### src/rtl/puf_readout_host.sv
// PUF readout initiator: sends the dump command over UART, collects the response bytes.
// Define PUF_HOST_CRC_EN to add a CRC-8 (poly 0x07) output over the response bytes.
module puf_readout_host #(
    parameter int         PUF_BITS       = 131072,
    parameter logic [7:0] CMD_BYTE       = 8'h73,
    parameter int         TIMEOUT_CYCLES = 1000000,
    localparam int        NBYTES         = PUF_BITS / 8,
    localparam int        BCW            = $clog2(NBYTES + 1),
    localparam int        HWW            = $clog2(PUF_BITS + 1)
) (
    input  logic           CLK,
    input  logic           RST,
    input  logic           start,
    output logic           busy,
    output logic           done,
    output logic           timeout_err,
    input  logic           uart_tx_ready,
    output logic           uart_tx_enable,
    output logic [7:0]     uart_data_to_tx,
    input  logic           uart_rx_ready,
    input  logic [7:0]     uart_data_from_rx,
    output logic           rx_byte_valid,
    output logic [7:0]     rx_byte,
`ifdef PUF_HOST_CRC_EN
    output logic [7:0]     crc8,
`endif
    output logic [BCW-1:0] byte_count,
    output logic [HWW-1:0] hamming_weight
);

    localparam int TW = $clog2(TIMEOUT_CYCLES);
    localparam logic [TW-1:0] TMAX = TW'(TIMEOUT_CYCLES - 1);
    localparam logic [BCW-1:0] LAST_IDX = BCW'(NBYTES - 1);

    typedef enum logic [2:0] {
        IDLE,
        SEND,
        RECV,
        DONE,
        ERROR
    } state_t;

    state_t state_q, state_d;
    logic [TW-1:0] timer;

    logic go, send, got, last, expire;

    assign go     = (state_q == IDLE) && start;
    assign send   = (state_q == SEND) && uart_tx_ready;
    assign got    = (state_q == RECV) && uart_rx_ready;
    assign last   = got && (byte_count == LAST_IDX);
    // A byte arriving on the final timer cycle takes priority over the timeout.
    assign expire = (state_q == RECV) && !uart_rx_ready && (timer == TMAX);
    assign done   = (state_q == DONE);

    always_ff @(posedge CLK or posedge RST) begin
        if (RST) state_q <= IDLE;
        else     state_q <= state_d;
    end

    always_comb begin
        state_d = state_q;
        unique case (state_q)
            IDLE:    if (start) state_d = SEND;
            SEND:    if (uart_tx_ready) state_d = RECV;
            RECV: begin
                if (last)        state_d = DONE;
                else if (expire) state_d = ERROR;
            end
            DONE:    state_d = IDLE;
            ERROR:   state_d = IDLE;
            default: state_d = IDLE;
        endcase
    end

    always_ff @(posedge CLK or posedge RST) begin
        if (RST) begin
            busy            <= 1'b0;
            timeout_err     <= 1'b0;
            uart_tx_enable  <= 1'b0;
            uart_data_to_tx <= 8'h00;
            rx_byte_valid   <= 1'b0;
            rx_byte         <= 8'h00;
            byte_count      <= '0;
            hamming_weight  <= '0;
            timer           <= '0;
        end else begin
            uart_tx_enable <= send;
            rx_byte_valid  <= got;
            if (go) begin
                busy           <= 1'b1;
                timeout_err    <= 1'b0;
                byte_count     <= '0;
                hamming_weight <= '0;
                timer          <= '0;
            end
            if (send) uart_data_to_tx <= CMD_BYTE;
            if (got) begin
                rx_byte        <= uart_data_from_rx;
                byte_count     <= byte_count + 1'b1;
                hamming_weight <= hamming_weight
                                + HWW'($countones(uart_data_from_rx));
                timer          <= '0;
            end else if (state_q == RECV) begin
                timer <= timer + 1'b1;
            end
            if (last) busy <= 1'b0;
            if (expire) begin
                timeout_err <= 1'b1;
                busy        <= 1'b0;
            end
        end
    end

`ifdef PUF_HOST_CRC_EN
    function automatic logic [7:0] crc_step(
        input logic [7:0] c,
        input logic [7:0] d
    );
        logic [7:0] r;
        r = c ^ d;
        for (int i = 0; i < 8; i++)
            r = r[7] ? ((r << 1) ^ 8'h07) : (r << 1);
        return r;
    endfunction

    always_ff @(posedge CLK or posedge RST) begin
        if (RST)      crc8 <= 8'h00;
        else if (go)  crc8 <= 8'h00;
        else if (got) crc8 <= crc_step(crc8, uart_data_from_rx);
    end
`endif

endmodule
### config.mk
export PLATFORM = sky130hd
export DESIGN_NAME = puf_readout_host
export DESIGN_NICKNAME = d
export VERILOG_FILES = /design/src/rtl/puf_readout_host.sv
export SDC_FILE = /design/constraint.sdc
export NUM_CORES = 1
export LEC_CHECK = 0
export ABC_AREA = 1
export CAP_MARGIN = 15
export CORE_MARGIN = 4
export CORE_UTILIZATION = 50
export CTS_BUF_LIST = sky130_fd_sc_hd__clkbuf_8
export DETAILED_ROUTE_END_ITERATION = 6
export PLACE_DENSITY = 0.78
export SLEW_MARGIN = 20
export SYNTH_ARGS = -nofsm -noshare
export SYNTH_HDL_FRONTEND = slang
export SYNTH_SLANG_ARGS = --single-unit
### constraint.sdc
create_clock -name CLK -period 2.8 [get_ports CLK]
set_clock_uncertainty 0.1 [all_clocks]
set_input_delay 0.42 -clock CLK [delete_from_list [all_inputs] [get_ports CLK]]
set_output_delay 0.42 -clock CLK [all_outputs]
set_load 0.01 [all_outputs]
==> results by stage, run 1 <==
Timing:
- Based on the critical path, the design can be clocked at up to 318 MHz.
- Setup repair after global routing could not meet its margin everywhere.
- The final number of setup-violating endpoints is 17.
- The minimum period implied by the final worst setup slack is 3.15 ns.
- The ratio of final minimum period to clock period is 112%.
- The number of hold violations in the final report is 0.
- The worst hold slack after final layout is 0.171 ns.
- The worst-case setup margin in the final layout is -0.349 ns.
- The number of pins exceeding their max-slew limit in the final report is 0.

Power:
- In this run, flip-flops and latches consume 38.0% of the power.
- The relative contribution of combinational cells to total power is 35.8%.
- The largest vdd supply drop is between 0.4 and 0.5 mV.
- In this run the static leakage power is ~2.3 nW.
- The part of the total power dissipated in the clock network is 26.2%.
- The design internal power is 2.02 mW.
- The power density over the cells is 613 nW/um^2.
- In this run the power spent charging and discharging nets is 1.18 mW.
- The proportion of total power due to net switching is between 30 and 40%.

Clock tree:
- CTS built an H-tree with a depth of 3.
- TritonCTS built the clock tree.
- Counting the buffers created by CTS gives 9.
- The clock passes through at most 2 buffers.
- Hold repair after CTS inserted 0 buffers.
- The insertion delay to the later sink of the worst-skew pair is 0.35 ns.
- The clock-pin slew of the registers on the worst-case setup and hold paths is 0.08 ns.
- For this design, the sink count on the clock tree is 69.
- The tree is rooted in a clkbuf_8.

Logic synthesis:
- The average instance in the mapped netlist occupies between 7 and 8 sq um.
- In this run the cell area of the synthesized design comes to 4190 sq um.
- In this run, distinct cell masters in the synthesized netlist total 39.
- Among all flip-flop cells after synthesis, the most frequent one is dfrtp_1.
- The synthesized design contains 69 register bits.
- The synthesized design contains 0 enable-type register cells.
- The portion of the post-synthesis area used by sequential elements is 41.2%.
- The Yosys step of the flow raised 0 warnings.
- In the synthesized netlist the async set-or-reset flop fraction comes to 100%.
- The synthesized netlist cell count is around 560.

Setup path:
- The kind of critical path is primary input to flop.
- The element type at the critical path start is a primary input.
- The endpoint identified for the worst register-to-register timing path is hamming_weight[12]$_DFFE_PP0P_.
- The startpoint of the most critical register-to-register path is hamming_weight[0]$_DFFE_PP0P_.
- The source of the critical timing path is uart_data_from_rx[0].
- The delay of the slowest cell on the worst path is 0.54 ns.
- For the worst setup path, the data required time is approximately 3.0 ns.
- STA classifies the critical path endpoint as a flop.
- The worst-case reg-to-reg path depth is 12.
- On the critical path the largest part of the delay comes from adder cells.
- The largest individual stage delay along the critical path comes from the cell fa_1.
- The cell that appears most often on the critical path is fa_1.
- The worst register-to-register path has a setup slack of -0.08 ns.
- The signal on the critical path passes through buf_6 -> fa_1 -> inv_2 -> fa_1 -> fa_1 -> fa_2 -> inv_2 -> fa_2 -> a21oi_4 -> nor2_4 -> nand2_2 -> nor2_1 -> nand2_1 -> and2_1.
- Data arrives at the worst endpoint at 3.30 ns.
- The maximum fanout encountered on the critical timing path is 4.
- The critical path ends at hamming_weight[12]$_DFFE_PP0P_.
- The instance count on the critical path is 14.
- The critical path contains buffers and inverters numbering 3 combined.

Final layout:
- The top cell types in the final layout, fill and taps aside, are 155 x nand2_1, 69 x dfrtp_1, 61 x inv_1.
- The area taken by multi-input logic gates is about 2200 sq um.
- The repair_antennas step left the layout with diodes totalling 0.
- After the flow finishes, the layout carries non-filler instances totaling 741.
- The count of nets after finishing is 658.
- From synthesis to final layout, the design area changed by 24.7%.
- With fillers left out, the area of the finished cells amounts to 5220 sq um.
- The count of filler cells inserted in the layout is between 700 and 800.
- In the final layout, the share of cells above drive strength 1 is 12.4%.
- The most common cell after layout, fill and taps aside is nand2_1.
- The total area of sequential cells is about 1700 sq um.

Drt:
- The pre-antenna-repair detailed-routing pass consisted of 5 iterations.
- The total number of vias is 4031.
- The starting DRC count in detailed routing is 210.
- The routed wirelength normalized by instance count is about 14 um.
- The count of unresolved DRC violations after routing is 0.
- The number of nets still failing antenna checks after routing is 0.
- Using the TritonRoute via totals, the vias-per-cell ratio works out to ~5.4.
- Summed over all layers, the routed wires come to ~11000 um.

Global route:
- The number of global-route vias before repair is 3891.
- The initial antenna violation count is 0.
- The total grt overflow is 0.
- Entering global routing, the biggest net connects 32 pins.
- The global-route wire length before repair is approximately 18000 um.
- The overall global routing resource usage is a little under a quarter.

Place:
- At the end of routability-driven placement, the weighted congestion stood at 0.952.
- Summed over all nets, the half-perimeter wirelength after detailed placement is roughly 7800 um.
- The post-detailed-placement cell area is 4940 sq um.
- In this run the tool buffered the top-level ports with 63 buffer cells.
- The number of placed instances with taps included is slightly above 700.

Status:
- The checks that failed: negative setup slack.
- The run finished, with violations left.

Min path:
- The beginning of the worst hold path is uart_data_from_rx[0].
- The tightest min-delay check is of the primary input to flop type.

Die:
- After floorplanning, the core was sized to cover 8180 sq um.
- Pin placement for this block handled 67 I/O pins.
- From bottom edge to top edge, the die measures 99.5 um.
- Once the floorplan was initialized, standard cells occupied 51.2% of the core.
- The horizontal extent of the die is between 90 and 100 um.
- The initialized floorplan defines 33 standard-cell rows.
- The area of the die is 9900 sq um.

Run:
- The max-cap check violation count is 0.
[routing by layer]
metal | vias to the layer above | part of all wire (%) | global-route usage (%)
li1 | 1961 | - | -
met1 | 1917 | 44 | 30.3
met2 | 138 | 49 | 38.1
met3 | 15 | 5.3 | 3.37
met4 | 0 | 1.3 | 7.35
met5 | - | 0 | 0
[power groups by stage]
stage / Clock (mW) / Sequential [mW] / Combinational (mW)
floorplan: 0 / 1.26 / 0.647
global route: 0.890 / 1.24 / 1.27
global placement: 0 / 1.23 / 1.09
finish: 0.839 / 1.21 / 1.15
detailed placement: 0 / 1.24 / 1.12
CTS: 0.846 / 1.22 / 1.15
[metrics by stage]
step | setup TNS (ns) | setup WS [ns] | util, % | power, mW
finish | -2.95 | -0.349 | 63.9 | 3.20
global placement | -15.01 | -1.10 | 60.4 | 2.32
floorplan | -4.64 | -0.524 | - | 1.91
CTS | -4.47 | -0.397 | 63.5 | 3.21
detailed placement | -16.16 | -1.17 | 60.4 | 2.36
global route | -4.88 | -0.450 | 63.9 | 3.39
[worst min path at each step]
stage	endpoint	slack [ns]	cells past startpoint
detailed placement	rx_byte[3]$_DFFE_PP0P_	0.37	2
global placement	timeout_err$_DFFE_PP0P_	0.37	2
floorplan	timer[19]$_DFFE_PP0P_	0.39	2
CTS	rx_byte[0]$_DFFE_PP0P_	0.17	3
global route	rx_byte[0]$_DFFE_PP0P_	0.18	3
finish	rx_byte[0]$_DFFE_PP0P_	0.17	3
[flip-flops by register name, indices dropped and copies added, names as in the netlist]
name / count
busy: 1
rx_byte: 8
uart_tx_enable: 1
timer: 20
byte_count: 15
rx_byte_valid: 1
uart_data_to_tx: 1
hamming_weight: 18
timeout_err: 1
state_q: 3
[logic make-up after synthesis]
logic type | share of synthesized area (%)
xor+xnor | 0.628
other cells | 0.0895
flops | 41.2
simple gates | 35.7
compound gates | 8.25
fa+ha+maj | 4.78
buf+inv | 9.32
[synth_stat cells, types with 3 or more instances]
library cell	n	area [sq um]
a21oi_1	14	70.1
a22o_1	3	26.3
and2_1	3	18.8
buf_2	4	20.0
buf_4	10	75.1
dfrtp_1	69	1730
fa_1	5	100
ha_1	8	100
inv_1	64	240
inv_2	5	18.8
nand2_1	165	619
nand3_1	48	240
nand4_1	25	156
nor2_1	52	195
nor2_2	3	18.8
nor2_4	3	33.8
nor3_1	7	35.0
nor3_2	5	50.1
o21ai_0	32	160
o21ai_1	5	25.0
o22ai_1	3	18.8
or2_2	4	25.0
[tightest hold or removal path, stage by stage]
cell	delay (ns)
buf_6	0.08
nand2_1	0.04
nand2_1	0.05
[timing repair]
item,CTS,global route
resized for setup,29,9
buffers inserted,1,1
pin swaps,14,12
setup endpoints to repair,18,17
[final cells by class]
cell class / count / share of cell area, %
sequential: 69 / 33.1
tap: 105 / 2.52
clock inverter: 5 / 1.17
clock buffer: 10 / 2.64
inverter: 70 / 5.08
timing repair buffer: 76 / 14.1
multi-input combinational: 406 / 41.4
Note: power is estimated with default switching activity, not from simulation.
==> run 2, diff against run 1 <==
Settings changed: CORE_UTILIZATION 50 to 52.
Clock period 2.8 ns to 4 ns, I/O delays scaled along.
==> run 2 against run 1 <==
Sequential share of layout area increased by 1.1 points. Flip-flop and latch count is the same. Clock power fell by 35%. Combinational power down 34%. Critical endpoint unchanged. Final cell count fell by 1.9%. First-iteration DRC count rose by 21%. Cell area is 3.3% lower. Core utilization rose by 1.1 points. Sequential power shrank 29%. Critical path type unchanged. Largest power group unchanged. Clock-buffer cell count is the same. The flow now finishes without violations.
==> results by stage, run 2 (same netlist as run 1, synthesis figures left out) <==
Status:
- The flow ran to the end, and the final reports show no timing, DRC or antenna violations.

Die:
- The area of the die is 9550 sq um.
- The floorplan has 32 rows.
- The die is 97.7 um tall.
- The count of boundary I/O pins is 67.
- For this configuration, the core starts out at a cell density of 53.9%.
- The horizontal extent of the die is 97.7 um.
- The area of the core region is 7770 sq um.

Clock tree:
- In this run the number of H-tree levels came out at 3.
- The root buffer cell chosen for the clock tree is clkbuf_8.
- Clock tree synthesis inserted a total of 9 buffers.
- The clock tree buffer depth is 2.
- For this design, the sink count on the clock tree is slightly below 70.
- In this run, post-CTS hold repair placed 0 buffers.
- After clock tree synthesis, the setup repair step added 0 buffers.
- Clock-pin slew was measured on the worst setup and hold paths at 0.07 ns.
- The TritonCTS clock tree is done.
- The insertion delay to the later sink of the worst-skew pair is 0.35 ns.
- The count of cells resized by post-cts repair is 0.

Setup path:
- The cell family contributing the most delay on the critical path is adder cells.
- The critical path is of the primary input to flop type.
- The library cell appearing most often on the critical path is fa_1.
- The critical path runs through a total of 14 cells.
- The startpoint of the most critical register-to-register path is hamming_weight[0]$_DFFE_PP0P_.
- The required time at the endpoint of the critical path is 4.14 ns.
- The signal on the critical path passes through clkdlybuf4s50_1 -> fa_1 -> inv_1 -> fa_1 -> fa_1 -> fa_1 -> inv_1 -> fa_1 -> a21oi_4 -> nor2_4 -> nand2_1 -> nor2_1 -> nand2_1 -> and2_1.
- At the worst endpoint, the arrival time is about 4.0 ns.
- The type of element capturing the critical path is a flop.
- The maximum fanout encountered on the critical timing path is 5.
- For this design, the slowest cell found on the critical path is fa_1.
- Setup slack on the worst reg-to-reg path comes out at 0.92 ns.
- The reg-to-reg endpoint is hamming_weight[2]$_DFFE_PP0P_.
- The element type at the critical path start is a primary input.
- Counting cells, the worst reg-to-reg path comes to 9.
- In this design, the stage delay of the slowest critical-path cell is around 0.54 ns.
- The buffer and inverter count on the worst path is 3.

Timing:
- The worst path in the final design needs a cycle of 3.88 ns, including I/O delays and setup.
- The worst hold slack after final layout is 0.392 ns.
- The number of pins exceeding their max-slew limit in the final report was 0.
- The number of hold violations in the final report is 0.
- The worst pin sits at a relative slew slack of 60.6%.
- The slew at the pin with the worst max-slew slack is 0.592 ns.
- Setup violations remaining at the end of the flow were counted as 0.
- Dividing the final minimum period by the clock period gives slightly below 100%.
- For the final routed database, the setup TNS stands at 0 ns.
- The highest clock rate is roughly 260 MHz.

Final layout:
- The final non-filler cell total is about 730.
- The largest registers in the layout are timer (20), hamming_weight (18), byte_count (15).
- The diode insertion count for antenna repair is 0.
- The flip-flop count of the largest register after layout is 20.
- Leaving out fill and tap cells, the most frequent cell in the layout is nand2_1.
- At the end of the flow, the number of nets in the layout was 648.
- In the layout the commonest cells are 165 x nand2_1, 69 x dfrtp_1, 65 x inv_1.
- The register with the most flip-flops in the final layout is timer.
- In the final layout, the share of cells above drive strength 1 is 6.88%.
- With fillers left out, the area of the finished cells amounts to 5050 sq um.
- Compared with the post-synthesis result, the final layout area differs by 20.5%.

Drt:
- Dividing the detail-routed wire length by the instance count gives 14.4 um.
- The detail-routed via count per cell is 5.47.
- The number of nets still failing antenna checks after routing is 0.
- In the routed design, unresolved DRC markers number 0.
- The total number of vias is just under 4000.
- In this run, the number of DRC markers left after iteration 0 of detailed routing was 254.
- The first detailed-routing pass took 5 iterations.
- The total length of routed wires is 10500 um.

Power:
- IR analysis of the VDD net gives a maximum drop of 0.345 mV.
- The power density over the cells is ~430 nW/um^2.
- In this run the static leakage power is between 2 and 2.5 nW.
- Power comes to 2.16 mW.

Global route:
- The first global-routing pass estimated approximately 18000 um of wire.
- The pin count of the biggest net entering global routing is 48.
- The initial antenna violation count is 0.
- The number of global-route vias before repair is 3846.
- The total grt overflow is 0.
- Global routing used 22.9% of the available tracks across all layers.

Min path:
- The cell depth of the worst min-delay path is 2.
- The worst hold endpoint is timeout_err$_DFFE_PP0P_.
- The beginning of the worst hold path is timeout_err$_DFFE_PP0P_.
- The worst min-delay path class is flop to flop.

Place:
- The total of buffers placed on input and output ports is 63.
- The global placement routability congestion is 0.934.
- The post-detailed-placement cell area is approximately 4900 sq um.
- The number of placed instances with taps included is 713.
- Detailed placement ended at an HPWL of 7520 um.

Run:
- The tool flagged a number of max-cap violations equal to 0.
==> run 2: cell types whose count changed in the layout (fill, tap and decap cells not counted), moves of 4 or more <==
| cell | before | now |
|---|---|---|
| nand2_1 | 155 | 165 |
| buf_4 | 11 | 3 |
| nand2_2 | 9 | 1 |
| o21ai_0 | 26 | 32 |
| nand3_1 | 43 | 48 |
| nand3_2 | 5 | 0 |
| o21ai_1 | 10 | 5 |
| inv_1 | 61 | 65 |
==> run 2: layer usage <==
| metal | part of all wire [%] | routed length (um) | vias up | track usage (%) |
|---|---|---|---|---|
| li1 | - | - | 1937 | - |
| met1 | 43 | 4530 | 1866 | 29.8 |
| met2 | 49 | 5120 | 159 | 38.2 |
| met3 | 6.4 | 670 | 17 | 5.71 |
| met4 | 1.4 | 148 | 0 | 6.18 |
| met5 | 0 | 0 | - | 0 |
==> run 2: layout make-up <==
cell class / instances / area, sq um
Timing Repair Buffer: 66 / 653
Sequential cell: 69 / 1730
Inverter: 70 / 265
Clock buffer: 10 / 138
Multi-Input combinational cell: 406 / 2090
Fill cell: 670 / 2720
Tap cell: 102 / 128
Clock inverter: 4 / 42.5
==> run 2: worst min-delay path, cell delays in order, from the launching register on <==
cell	delay (ns)
dfrtp_1	0.35
nand2_1	0.06
nand2_1	0.06
==> run 2: worst max path at each step <==
stage	from	endpoint	slack [ns]
6_report	uart_data_from_rx[0]	hamming_weight[12]$_DFFE_PP0P_	0.12
5_1_grt	uart_data_from_rx[0]	hamming_weight[12]$_DFFE_PP0P_	-0.009
4_1_cts	uart_data_from_rx[0]	hamming_weight[12]$_DFFE_PP0P_	0.11
3_5_place_dp	uart_data_from_rx[0]	hamming_weight[12]$_DFFE_PP0P_	-0.26
3_3_place_gp	uart_data_from_rx[0]	hamming_weight[12]$_DFFE_PP0P_	-0.12
2_1_floorplan	uart_data_from_rx[0]	hamming_weight[12]$_DFFE_PP0P_	0.46
==> run 2: power breakdown <==
group | switching [mW] | internal (mW) | leakage, nW | total (mW)
clock | 0.255 | 0.293 | 0.101 | 0.548
combinational | 0.459 | 0.298 | 1.25 | 0.757
sequential | 0.0751 | 0.780 | 0.936 | 0.855
total | 0.789 | 1.37 | 2.29 | 2.16
==> run 2: stage by stage <==
stage	utilization, %	worst slack, ns
after floorplan	-	0.456
after global placement	62.5	-0.124
after detailed placement	62.5	-0.256
after CTS	64.8	0.105
after global routing	65.0	-0.00900
final	65.0	0.125
